--- config.mk ---
export PLATFORM = sky130hd
export DESIGN_NAME = updn_counter_param
export DESIGN_NICKNAME = d
export VERILOG_FILES = /design/src/rtl/updn_counter_param.sv
export SDC_FILE = /design/constraint.sdc
export NUM_CORES = 1
export LEC_CHECK = 0
export CAP_MARGIN = 20
export CORE_MARGIN = 2
export CORE_UTILIZATION = 30
export CTS_BUF_LIST = sky130_fd_sc_hd__clkbuf_8 sky130_fd_sc_hd__clkbuf_16
export CTS_CLUSTER_SIZE = 20
export DETAILED_ROUTE_END_ITERATION = 6
export PLACE_DENSITY = 0.63
export SLEW_MARGIN = 20
export SYNTH_ARGS = -nofsm -noshare
export SYNTH_HDL_FRONTEND = slang
export SYNTH_SLANG_ARGS = --single-unit
--- constraint.sdc ---
create_clock -name clk -period 5.35 [get_ports clk]
set_input_delay 0.535 -clock clk [delete_from_list [all_inputs] [get_ports clk]]
set_output_delay 0.535 -clock clk [all_outputs]
set_load 0.02 [all_outputs]
--- src/rtl/updn_counter_param.sv ---
// updn_counter_param: loadable up/down counter with wrap or saturate at MAX_VAL, ovf/unf pulses and limit flags.
// Define COUNTER_SVA_EN to embed the concurrent assertions.
module updn_counter_param #(
  parameter int WIDTH    = 8,
  parameter int MAX_VAL  = (1 << WIDTH) - 1,
  parameter int STEP     = 1,
  parameter bit SATURATE = 1'b0,
  parameter int RST_VAL  = 0
) (
  input  logic             clk,
  input  logic             rst_,
  input  logic             ld_cnt_,
  input  logic             count_enb,
  input  logic             updn_cnt,
  input  logic [WIDTH-1:0] data_in,
  output logic [WIDTH-1:0] data_out,
  output logic             at_max,
  output logic             at_min,
  output logic             ovf,
  output logic             unf
);
  localparam logic [WIDTH:0]   max_x  = (WIDTH+1)'(MAX_VAL);
  localparam logic [WIDTH:0]   step_x = (WIDTH+1)'(STEP);
  localparam logic [WIDTH-1:0] max_v  = WIDTH'(MAX_VAL);
  localparam logic [WIDTH-1:0] step_v = WIDTH'(STEP);
  localparam logic [WIDTH-1:0] mod_v  = WIDTH'(MAX_VAL + 1);
  localparam logic [WIDTH-1:0] rst_v  = WIDTH'(RST_VAL);
  logic [WIDTH:0]   cur, sum;
  logic [WIDTH-1:0] up_wrap, dn_wrap, up_nxt, dn_nxt, ld_nxt;
  logic             up_over, dn_under;
  // Wrapped results always fit WIDTH bits, so modulo-2**WIDTH arithmetic is exact here.
  always_comb begin
    cur      = {1'b0, data_out};
    sum      = cur + step_x;
    up_over  = sum > max_x;
    dn_under = cur < step_x;
    up_wrap  = sum[WIDTH-1:0] - mod_v;
    dn_wrap  = data_out + mod_v - step_v;
    up_nxt   = !up_over ? sum[WIDTH-1:0] : SATURATE ? max_v : up_wrap;
    dn_nxt   = !dn_under ? data_out - step_v : SATURATE ? '0 : dn_wrap;
    ld_nxt   = {1'b0, data_in} > max_x ? max_v : data_in;
  end
  assign at_max = data_out == max_v;
  assign at_min = data_out == '0;
  always_ff @(posedge clk) begin
    if (!rst_) begin
      data_out <= rst_v;
      ovf      <= 1'b0;
      unf      <= 1'b0;
    end else if (!ld_cnt_) begin
      data_out <= ld_nxt;
      ovf      <= 1'b0;
      unf      <= 1'b0;
    end else if (count_enb) begin
      data_out <= updn_cnt ? up_nxt : dn_nxt;
      ovf      <= updn_cnt && up_over;
      unf      <= !updn_cnt && dn_under;
    end else begin
      ovf      <= 1'b0;
      unf      <= 1'b0;
    end
  end
`ifdef COUNTER_SVA_EN
  function automatic int exp_up(input int v);
    return v + STEP <= MAX_VAL ? v + STEP : SATURATE ? MAX_VAL : v + STEP - MAX_VAL - 1;
  endfunction
  function automatic int exp_dn(input int v);
    return v >= STEP ? v - STEP : SATURATE ? 0 : v + MAX_VAL + 1 - STEP;
  endfunction
  a_reset: assert property (@(posedge clk) !rst_ |=> data_out == rst_v && !ovf && !unf)
    else $error("reset check failed t=%0t data_out=%0d", $time, data_out);
  a_load: assert property (@(posedge clk) disable iff (!rst_)
    !ld_cnt_ |=> data_out == ($past(data_in) > max_v ? max_v : $past(data_in)))
    else $error("load check failed t=%0t data_out=%0d", $time, data_out);
  a_hold: assert property (@(posedge clk) disable iff (!rst_)
    ld_cnt_ && !count_enb |=> $stable(data_out))
    else $error("hold check failed t=%0t data_out=%0d", $time, data_out);
  a_up: assert property (@(posedge clk) disable iff (!rst_)
    ld_cnt_ && count_enb && updn_cnt |=>
      int'(data_out) == exp_up(int'($past(data_out))) && ovf == (int'($past(data_out)) + STEP > MAX_VAL))
    else $error("count up check failed t=%0t data_out=%0d", $time, data_out);
  a_dn: assert property (@(posedge clk) disable iff (!rst_)
    ld_cnt_ && count_enb && !updn_cnt |=>
      int'(data_out) == exp_dn(int'($past(data_out))) && unf == (int'($past(data_out)) < STEP))
    else $error("count down check failed t=%0t data_out=%0d", $time, data_out);
  a_range: assert property (@(posedge clk) disable iff (!rst_) data_out <= max_v)
    else $error("range check failed t=%0t data_out=%0d", $time, data_out);
  a_mutex: assert property (@(posedge clk) disable iff (!rst_) !(ovf && unf))
    else $error("mutex check failed t=%0t data_out=%0d", $time, data_out);
`endif
endmodule

[Word-level counts from Yosys, hierarchy flattened]
Cells that the tools add are included.
Storage, ports and cells
  flip-flop bits (word level): 10
  output and inout port bits: 12
  word-level logic and storage cells: 17
Cells by class
  add/sub/neg operators: 2
  $lt $le $gt $ge: 2
  equality and inequality tests: 2
  multiplexer cells: 3
  reduce and logical (&&, ||, !) cells: 5
Operator list (number)
  2-to-1 mux 8 bit: 3
  adder 8 x 1 -> 9 bit, second input constant: 1
  greater-than comparator 9 x 8 -> 1 bit, second input constant: 1
  == test 8 bit, second input constant: 1
  logical NOT 8 bit: 1
  less-than comparator 8 x 1 -> 1 bit, second input constant: 1
  subtractor 8 x 1 -> 8 bit, second input constant: 1
  AND reduction 3 bit: 1
  logical AND 1 bit: 2
  inequality test 2 x 1 -> 1 bit, second input constant: 1
  logical NOT 1 bit: 1

[Longest topological paths before layout]
Gate-level depths: netlist (run 1).
  word-level depth: 4
  gate-level depth with buffers: 7
  mapped depth without buffers: 6

[Worst setup path after synthesis (run 1)]
Ideal clock, no wire load.
  path type: register to output
  from: register data_out[4]
  to: output at_min
  arrival: 1.796 ns
  data required time: 4.815 ns
  setup slack: 3.019 ns
  stages on the path, launching flop included: 3
  path through: dfxtp_1 or4_4 nor4b_1
On the way
  cells in the longest elaborated chain, start to end: 1
RTL lines
  start, declared: line 16  | output logic [WIDTH-1:0] data_out,
  start signal, assigned: line 47  | data_out <= rst_v;
  start signal, assigned: line 51  | data_out <= ld_nxt;
  start signal, assigned: line 55  | data_out <= updn_cnt ? up_nxt : dn_nxt;
  logical NOT 8 bit: line 44  | assign at_min = data_out == '0;
  end, declared: line 18  | output logic at_min,
No other way between the ends.

[Final worst setup path (run 1)]
Same ends and word-level chain as after synthesis.

==> results of run 1 <==
## report_power, final
group / internal [W] / switching (W)
sequential: 0.0000798 / 0.0000137
clock: 0.0000492 / 0.0000288
combinational: 0.0000346 / 0.0000317
total: 0.000164 / 0.0000742
## critical path, cell delays in order, from the launching register on
cell and delay [ns]:
dfxtp_1 0.39, or4_4 0.61, nor4b_1 0.30, clkdlybuf4s50_1 0.65
## synthesized netlist by cell type (all sizes together) (4+ instances only)
cell    count  area (sq um)
dfxtp      10           200
o21ai       9          45.0
nor2        7          26.3
a21oi       6          33.8
clkbuf      5          18.8
nand3       5          25.0
buf         4          28.8
ha          4          50.1
inv         4          15.0
nand2       4          15.0
nor3        4          20.0
## worst paths after layout
| path | start | end | slack (ns) | depth (start not counted) |
|---|---|---|---|---|
| worst max register to register | data_out[0] | data_out[2] | 3.43 | 6 |
| worst min-delay path | data_out[6] | ovf | 0.59 | 2 |
| worst max-delay path | data_out[4] | at_min | 2.63 | 3 |
| worst min register to register | data_out[6] | ovf | 0.59 | 2 |
## cell type report
class | count | area, sq um | share of cell area [%]
sequential | 10 | 200 | 18.8
clock buffer | 3 | 41.3 | 3.88
timing repair buffer | 24 | 240 | 22.6
multi-input combinational | 78 | 531 | 49.8
inverter | 4 | 15.0 | 1.41
tap | 30 | 37.5 | 3.53
## metal layers
metal	track usage [%]	vias up	wire length, um
met1	17.8	365	948
met2	21.4	30	954
met5	0	-	0
met4	6.97	0	42
li1	-	404	-
met3	7.49	6	163
## registers in the layout, summed over array words and instances, names as in the netlist
name and count:
ovf 1, unf 1, data_out 8
## kinds of logic (layout without fill, tap and decap cells)
group,count (synthesis),count (layout),share of synthesized area [%]
AOI/OAI and AO/OA,27,27,22.6
xor gates and xnor gates,6,6,6.63
adders and majority gates,4,4,6.31
buffers and inverters,13,31,7.89
DFF,10,10,25.2
and+or+nand+nor,41,41,31.4
## per-stage QoR
| stage | setup WS (ns) | area, sq um | total power (W) | utilization [%] | instances |
|---|---|---|---|---|---|
| global placement | 2.93 | 1020 | 0.000159 | 40.9 | 146 |
| global route | 2.56 | 1060 | 0.000253 | 42.6 | 149 |
| floorplan | 3.02 | 793 | 0.000134 | - | 101 |
| CTS | 2.64 | 1060 | 0.000239 | 42.6 | 149 |
| finish | 2.63 | 1060 | 0.000238 | 42.6 | 149 |
| detailed placement | 2.91 | 1020 | 0.000160 | 40.9 | 146 |
==> impl_results.md, run 1 <==
- Final Skew: 0.00241 ns
- First-pass GRT wire length: 3.64 mm
- Floorplan core area: 2500 sq um
- Worst vdd ir: 0.000159 V
- Layout cells sized above 1: 8.40%
- Most frequent cells in the layout: 24 x clkdlybuf4s50_1, 10 x dfxtp_1, 9 x o21ai_0
- Fin Hold WS: 0.588 ns
- Largest net degree at the start of global routing: 21
- Vias in the first global route: 791
- Die area: 3070 sq um
- Max-cap violations: 0
- Drt first-iter violations: 11
- Synth Net Count: 118
- #FFs+latches synth: 10
- Die Y: 55.4 um
- Setup Viol. Count Final: 0
- Overall routing resource usage: 14.7%
- Fraction of registers with async set or reset after synthesis: 0%
- Outcome: finished, final reports clean
- Worst relative slew slack: 58.7%
- Worst min path class: reg -> reg
- Final critical-path required period: 2.72 ns
- Hold-fix buffers, CTS: 0
- Area Growth Syn to Fin: 34.2%
- PD cells: 223 nW/um^2
- Crit Path Max Fanout: 8
- Die width: 55.4 um
- Netlist cell types: 38
- IO Port Bufs: 24
- Crit end category: output port
- RSZ-0062 raised after global routing: no
- CTS H-Tree Depth: 1
- CP Launch Type: register
- Post-DP HPWL: 1.53 mm
- Pre-antenna DRT Iters: 4
- Vias: 805
- Synthesized area: 793 sq um
- Ant diodes: 0
- Root Buffer Master: clkbuf_8
- Mean Syn Cell Area: 7.85 sq um
- Via density: 5.40
- Crit path DAT: 2.19 ns
- Resize count post-CTS: 0
- # Post-CTS Setup Buffers: 0
- Site Rows: 18
- Yosys Warn Count: 0
- Clock slew at reported path FFs: 0.05 ns
- Leakage: 0.358 nW
- Register area share after synthesis: 25.2%
- Max clock buf depth: 2
- Setup TNS: 0 ns
- Max Fclk: 0.367 GHz
- Total of fill cells in the finished design: 263
- Initial antenna violation count: 0
- EDFF count, synth: 0
- Drt total wl: 2.11 mm
- Starting Density: 31.7%
- Final nets: 138
- Hold Violations, Final: 0
- RePlAce Congestion: 0.775
- Synth Flop Type: dfxtp_1
- CTS tree: yes
- Final worst-path cycle share: 50.9%
- Grt total ovfl: 0
- Commonest non-fill, non-tap cell in the layout: clkdlybuf4s50_1
- CTS buffer count: 3
- Slew @ Worst Pin: 0.618 ns
- Max Transition Viols Final: 0
- CTS sink count: 10
- # DRC: 0
- IO Pins: 25
- Crit Path Category: reg -> out
- Syn Inst Count: 101
- ANT nets after route: 0
- Clk_lat worst skew: 0.24 ns
- Post-DR wirelength/cell: 14.2 um
- Worst path required time: 4.82 ns
Note: power is estimated with default switching activity, not from simulation.
==> inputs of run 2 (changes only) <==
--- a/config.mk
+++ b/config.mk
@@ -11,7 +11,7 @@
 export CTS_BUF_LIST = sky130_fd_sc_hd__clkbuf_8 sky130_fd_sc_hd__clkbuf_16
 export CTS_CLUSTER_SIZE = 20
 export DETAILED_ROUTE_END_ITERATION = 6
-export PLACE_DENSITY = 0.63
+export PLACE_DENSITY = 0.65
 export SLEW_MARGIN = 20
 export SYNTH_ARGS = -nofsm -noshare
 export SYNTH_HDL_FRONTEND = slang
==> constraint.sdc (replaced) <==
create_clock -name clk -period 2.4 [get_ports clk]
set_input_delay 0.24 -clock clk [delete_from_list [all_inputs] [get_ports clk]]
set_output_delay 0.24 -clock clk [all_outputs]
set_load 0.02 [all_outputs]
==> run 2 against run 1 <==
  * Sequential power grew 110%
  * Wire length shrank 0.47%
  * Count of clock-buffer cells in the layout increased by 1
  * Final cell count rose by 3.4%
  * Die area unchanged
  * Global-route usage shrank 0.13 points
==> impl_results.md, run 2 (synthesis gave the netlist of run 1 again) <==
- Outcome: finished, final reports clean
- Crit Path Category: reg -> out
- Site Rows: 18
- Max Fclk: 0.475 GHz
- Power, Total: 0.000578 W
- CP top delay family: simple AND/OR/NAND/NOR gates
- Worst path required time: 2.16 ns
- Clock slew at reported path FFs: 0.05 ns
- Most frequent cells in the layout: 23 x clkdlybuf4s50_1, 10 x dfxtp_1, 9 x o21ai_0
- CTS sink count: 10
- Max reg flops: 8
- Crit path DAT: 1.86 ns
- Max Transition Viols Final: 0
- Slew @ Worst Pin: 0.654 ns
- Pre-antenna DRT Iters: 4
- Post-DP HPWL: 1.58 mm
- Setup TNS: 0 ns
- Hold_sp: data_out[6]
- Area Growth Syn to Fin: 39.6%
- CTS buffer count: 3
- Reg2reg end: ovf
- Grt total ovfl: 0
- Vias in the first global route: 819
- FF-to-FF setup slack: 0.60 ns
- Worst min path class: reg -> reg
- Layout cells sized above 1: 12.1%
- # Post-CTS Setup Buffers: 0
- Final critical-path required period: 2.10 ns
- # DRC: 0
- Worst reg2reg path depth: 6
- CP max-delay cell: or4_4
- Hold-fix buffers, CTS: 0
- Min-Delay Endpoint: ovf
- Flop pwr share: 33.8%
- RePlAce Congestion: 0.930
- Commonest non-fill, non-tap cell in the layout: clkdlybuf4s50_1
- Vias: 823
- Switching Fraction: 29.9%
- Clk_lat worst skew: 0.24 ns
- Crit Path Max Fanout: 8
- Ant diodes: 0
- Crit-path cells: or4_4 -> nor4b_1 -> dlygate4sd2_1
- CTS tree: yes
- Overall routing resource usage: 14.6%
- Drt first-iter violations: 10
- Comb pwr share: 28.9%
- IO Port Bufs: 24
- RSZ-0062 raised after global routing: no
- Worst relative slew slack: 56.3%
- Setup Viol. Count Final: 0
- Initial antenna violation count: 0
- Starting Density: 31.7%
- Largest net degree at the start of global routing: 21
- Largest regs: data_out: 8 flops, ovf: 1 flops, unf: 1 flops
- Clock Power Share: 37.3%
- FF-to-FF Start: data_out[1]
- Die Y: 55.4 um
- Max-cap violations: 0
- Post-DR wirelength/cell: 13.6 um
- Final nets: 142
- Most flop-heavy register: data_out
- Crit end category: output port
- Final worst-path cycle share: 87.7%
- Via density: 5.34
- Leakage: 0.390 nW
- CTS H-Tree Depth: 1
- First-pass GRT wire length: 3.67 mm
- Floorplan core area: 2500 sq um
- PD cells: 522 nW/um^2
- IO Pins: 25
- CP max stage delay: 0.60 ns
- P_sw: 0.000173 W
- CP Launch Type: register
- Cell Int Power: 0.000405 W
- Die width: 55.4 um
- ANT nets after route: 0
- Buf/Inv on CP: 1
- Final Skew: 0.00152 ns
- Hold Violations, Final: 0
- Drt total wl: 2.10 mm
- Hold path depth: 2
- Die area: 3070 sq um
- Resize count post-CTS: 1
- Worst vdd ir: 0.000253 V
- Root Buffer Master: clkbuf_8
- Max clock buf depth: 2
[run 2: how the worst max path moves through the flow]
stage	depth (start not counted)	to	slack (ns)	start
5_1_grt	3	at_min	0.21	data_out[4]
4_1_cts	3	at_min	0.29	data_out[4]
2_1_floorplan	2	at_min	0.36	data_out[4]
6_report	3	at_min	0.30	data_out[4]
3_3_place_gp	3	at_min	0.24	data_out[4]
3_5_place_dp	3	at_min	0.23	data_out[4]
[run 2: cell type report]
type                    instances  area, sq um
fillers                       261         1390
multi-input cells              78          531
repair buffers                 28          269
flip-flops and latches         10          200
clock buffers                   4         55.1
well taps                      30         37.5
inverters                       4         15.0
[run 2: power by group through the flow]
stage / Combinational [W] / Sequential (W) / Clock, W
2_1_floorplan: 0.0000931 / 0.000206 / 0
3_3_place_gp: 0.000167 / 0.000197 / 0
3_5_place_dp: 0.000167 / 0.000198 / 0
4_1_cts: 0.000167 / 0.000195 / 0.000220
5_1_grt: 0.000184 / 0.000197 / 0.000226
6_report: 0.000167 / 0.000195 / 0.000216
[run 2: per-layer routing]
metal | up-vias | global-route usage (%) | wire length (um)
met5 | - | 0 | 0
met4 | 0 | 5.92 | 38
li1 | 418 | - | -
met1 | 370 | 18.2 | 986
met2 | 29 | 23.1 | 945
met3 | 6 | 4.68 | 129
[run 2: worst reg2reg max path: stages (launching register included)]
cell       delay (ns)
dfxtp_1          0.43
buf_4            0.20
inv_1            0.06
ha_1             0.31
and4b_1          0.20
o2111ai_1        0.11
a2111oi_1        0.37
[run 2: stage by stage]
| stage | utilization (%) | setup slack [ns] | instances | instance area [sq um] | hold WS (ns) |
|---|---|---|---|---|---|
| after floorplan | - | 0.364 | 101 | 793 | 0.378 |
| after global placement | 42.1 | 0.241 | 150 | 1050 | 0.564 |
| after detailed placement | 42.1 | 0.235 | 150 | 1050 | 0.573 |
| after CTS | 44.3 | 0.287 | 154 | 1110 | 0.577 |
| after global routing | 44.3 | 0.211 | 154 | 1110 | 0.614 |
| final | 44.3 | 0.296 | 154 | 1110 | 0.578 |
==> inputs of run 3 (changes only) <==
--- a/config.mk
+++ b/config.mk
@@ -11,7 +11,8 @@
 export CTS_BUF_LIST = sky130_fd_sc_hd__clkbuf_8 sky130_fd_sc_hd__clkbuf_16
 export CTS_CLUSTER_SIZE = 20
 export DETAILED_ROUTE_END_ITERATION = 6
-export PLACE_DENSITY = 0.65
+export GPL_ROUTABILITY_DRIVEN = 0
+export PLACE_DENSITY = 0.64
 export SLEW_MARGIN = 20
 export SYNTH_ARGS = -nofsm -noshare
 export SYNTH_HDL_FRONTEND = slang
==> run 3 against run 2 <==
  * Highest routed layer unchanged
  * Critical endpoint is now at_max
  * Sequential power about the same
  * Register-to-register slack worse by 0.05 ns
  * Non-clock buffer count stayed put
==> impl_results.md, run 3 (synthesis gave the netlist of run 1 again) <==
- Commonest non-fill, non-tap cell in the layout: clkdlybuf4s50_1
- Post-route cell area: 1110 sq um
- Crit Path Category: reg -> out
- Crit path DAT: 1.93 ns
- Root Buffer Master: clkbuf_8
- Most flop-heavy register: data_out
- Layout cells sized above 1: 12.1%
- Placed cell count: 150
- Clk_lat worst skew: 0.24 ns
- Worst vdd ir: 0.000329 V
- Die Y: 55.4 um
- Outcome: finished, final reports clean
- Largest net degree at the start of global routing: 21
- CP Launch Type: register
- Buf/Inv on CP: 1
- IO Pins: 25
- Power, Total: 0.000578 W
- Hold Violations, Final: 0
- Starting Density: 31.7%
- ANT nets after route: 0
- Grt total ovfl: 0
- Non-Filler Instances: 154
- Max-cap violations: 0
- Max reg flops: 8
- Placed cell area: 1050 sq um
- Max Fclk: 0.461 GHz
- Crit Path Max Fanout: 9
- CTS tree: yes
- Final worst-path cycle share: 90.4%
- First-pass GRT wire length: 3.59 mm
- Die area: 3070 sq um
- Largest regs: data_out: 8 flops, ovf: 1 flops, unf: 1 flops
- PD cells: 522 nW/um^2
- Drt total wl: 2.11 mm
- Max clock buf depth: 2
- Fin Hold WS: 0.575 ns
- Post-DR wirelength/cell: 13.7 um
- Drt first-iter violations: 29
- Floorplan core area: 2500 sq um
- Via density: 5.47
- Setup TNS: 0 ns
- Final critical-path required period: 2.17 ns
- Clock slew at reported path FFs: 0.05 ns
- Setup Viol. Count Final: 0
- CTS buffer count: 3
- Overall routing resource usage: 14.6%
- CP max stage delay: 0.60 ns
- IO Port Bufs: 24
- Worst relative slew slack: 59.8%
- Leakage: 0.390 nW
- Post-DP HPWL: 1.55 mm
- Final Skew: 0.00279 ns
- Most frequent cells in the layout: 23 x clkdlybuf4s50_1, 10 x dfxtp_1, 9 x o21ai_0
- Crit end category: output port
- Slew @ Worst Pin: 0.601 ns
- # DRC: 0
- Area Growth Syn to Fin: 39.6%
- Final nets: 142
- Die width: 55.4 um
- CTS sink count: 10
- Crit-path cells: ha_1 -> nand3_1 -> nor2_1 -> clkdlybuf4s50_1
- Initial antenna violation count: 0
- # Post-CTS Setup Buffers: 0
- Pre-antenna DRT Iters: 4
- Vias: 842
- Site Rows: 18
- CP max-delay cell: clkdlybuf4s50_1
- CP top delay family: buffers and inverters
- Worst min path class: in -> reg
- Vias in the first global route: 808
- Max Transition Viols Final: 0
- Worst path required time: 2.16 ns
- Ant diodes: 0
- CTS H-Tree Depth: 1
- RSZ-0062 raised after global routing: no
==> run 3: cell counts in the layout (fill, tap and decap cells not counted) <==
No cell type changed its count.
==> run 3: report_power, final <==
| group | switching, W | internal, W |
|---|---|---|
| Clock | 0.0000714 | 0.000145 |
| Sequential | 0.0000190 | 0.000178 |
| Combinational | 0.0000819 | 0.0000832 |
==> run 3: path summary, 6_finish.rpt <==
kind	startpoint	endpoint	slack, ns	cells past startpoint
worst min-delay path	data_in[0]	data_out[0]	0.58	3
worst min register to register	data_out[3]	unf	0.59	2
worst max-delay path	data_out[1]	at_max	0.23	4
worst max register to register	data_out[1]	ovf	0.55	6
==> run 3: metal layers <==
layer | global-route usage (%) | share of wire (%) | vias up
met3 | 4.68 | 5.5 | 4
li1 | - | - | 415
met1 | 18.0 | 47 | 386
met4 | 9.06 | 2.0 | 0
met2 | 21.9 | 45 | 37
met5 | 0 | 0 | -
==> run 3: area by class of cell <==
type	instances	area, sq um
Multi-Input combinational cell	78	531
Timing Repair Buffer	28	269
Tap cell	30	37.5
Fill cell	251	1390
Clock buffer	4	55.1
Inverter	4	15.0
Sequential cell	10	200
==> run 3: timing repair <==
action                     4_1_cts  5_1_grt
setup endpoints to repair        1        0
hold buffers                     0        0
gates resized for setup          1        0
==> run 3: tightest hold or removal path: cells and delay by family <==
family	cells	cell delay (ns)
buffers and inverters	1	0.39
AND/OR/NAND/NOR	1	0.08
AO/OA/AOI/OAI	1	0.05
==> run 3: per-stage QoR <==
stage          worst slack (ns)  utilization (%)
6_report                  0.230             44.3
5_1_grt                  0.0800             44.3
4_1_cts                   0.239             44.3
3_5_place_dp              0.213             42.1
3_3_place_gp              0.267             42.1
2_1_floorplan             0.364                -
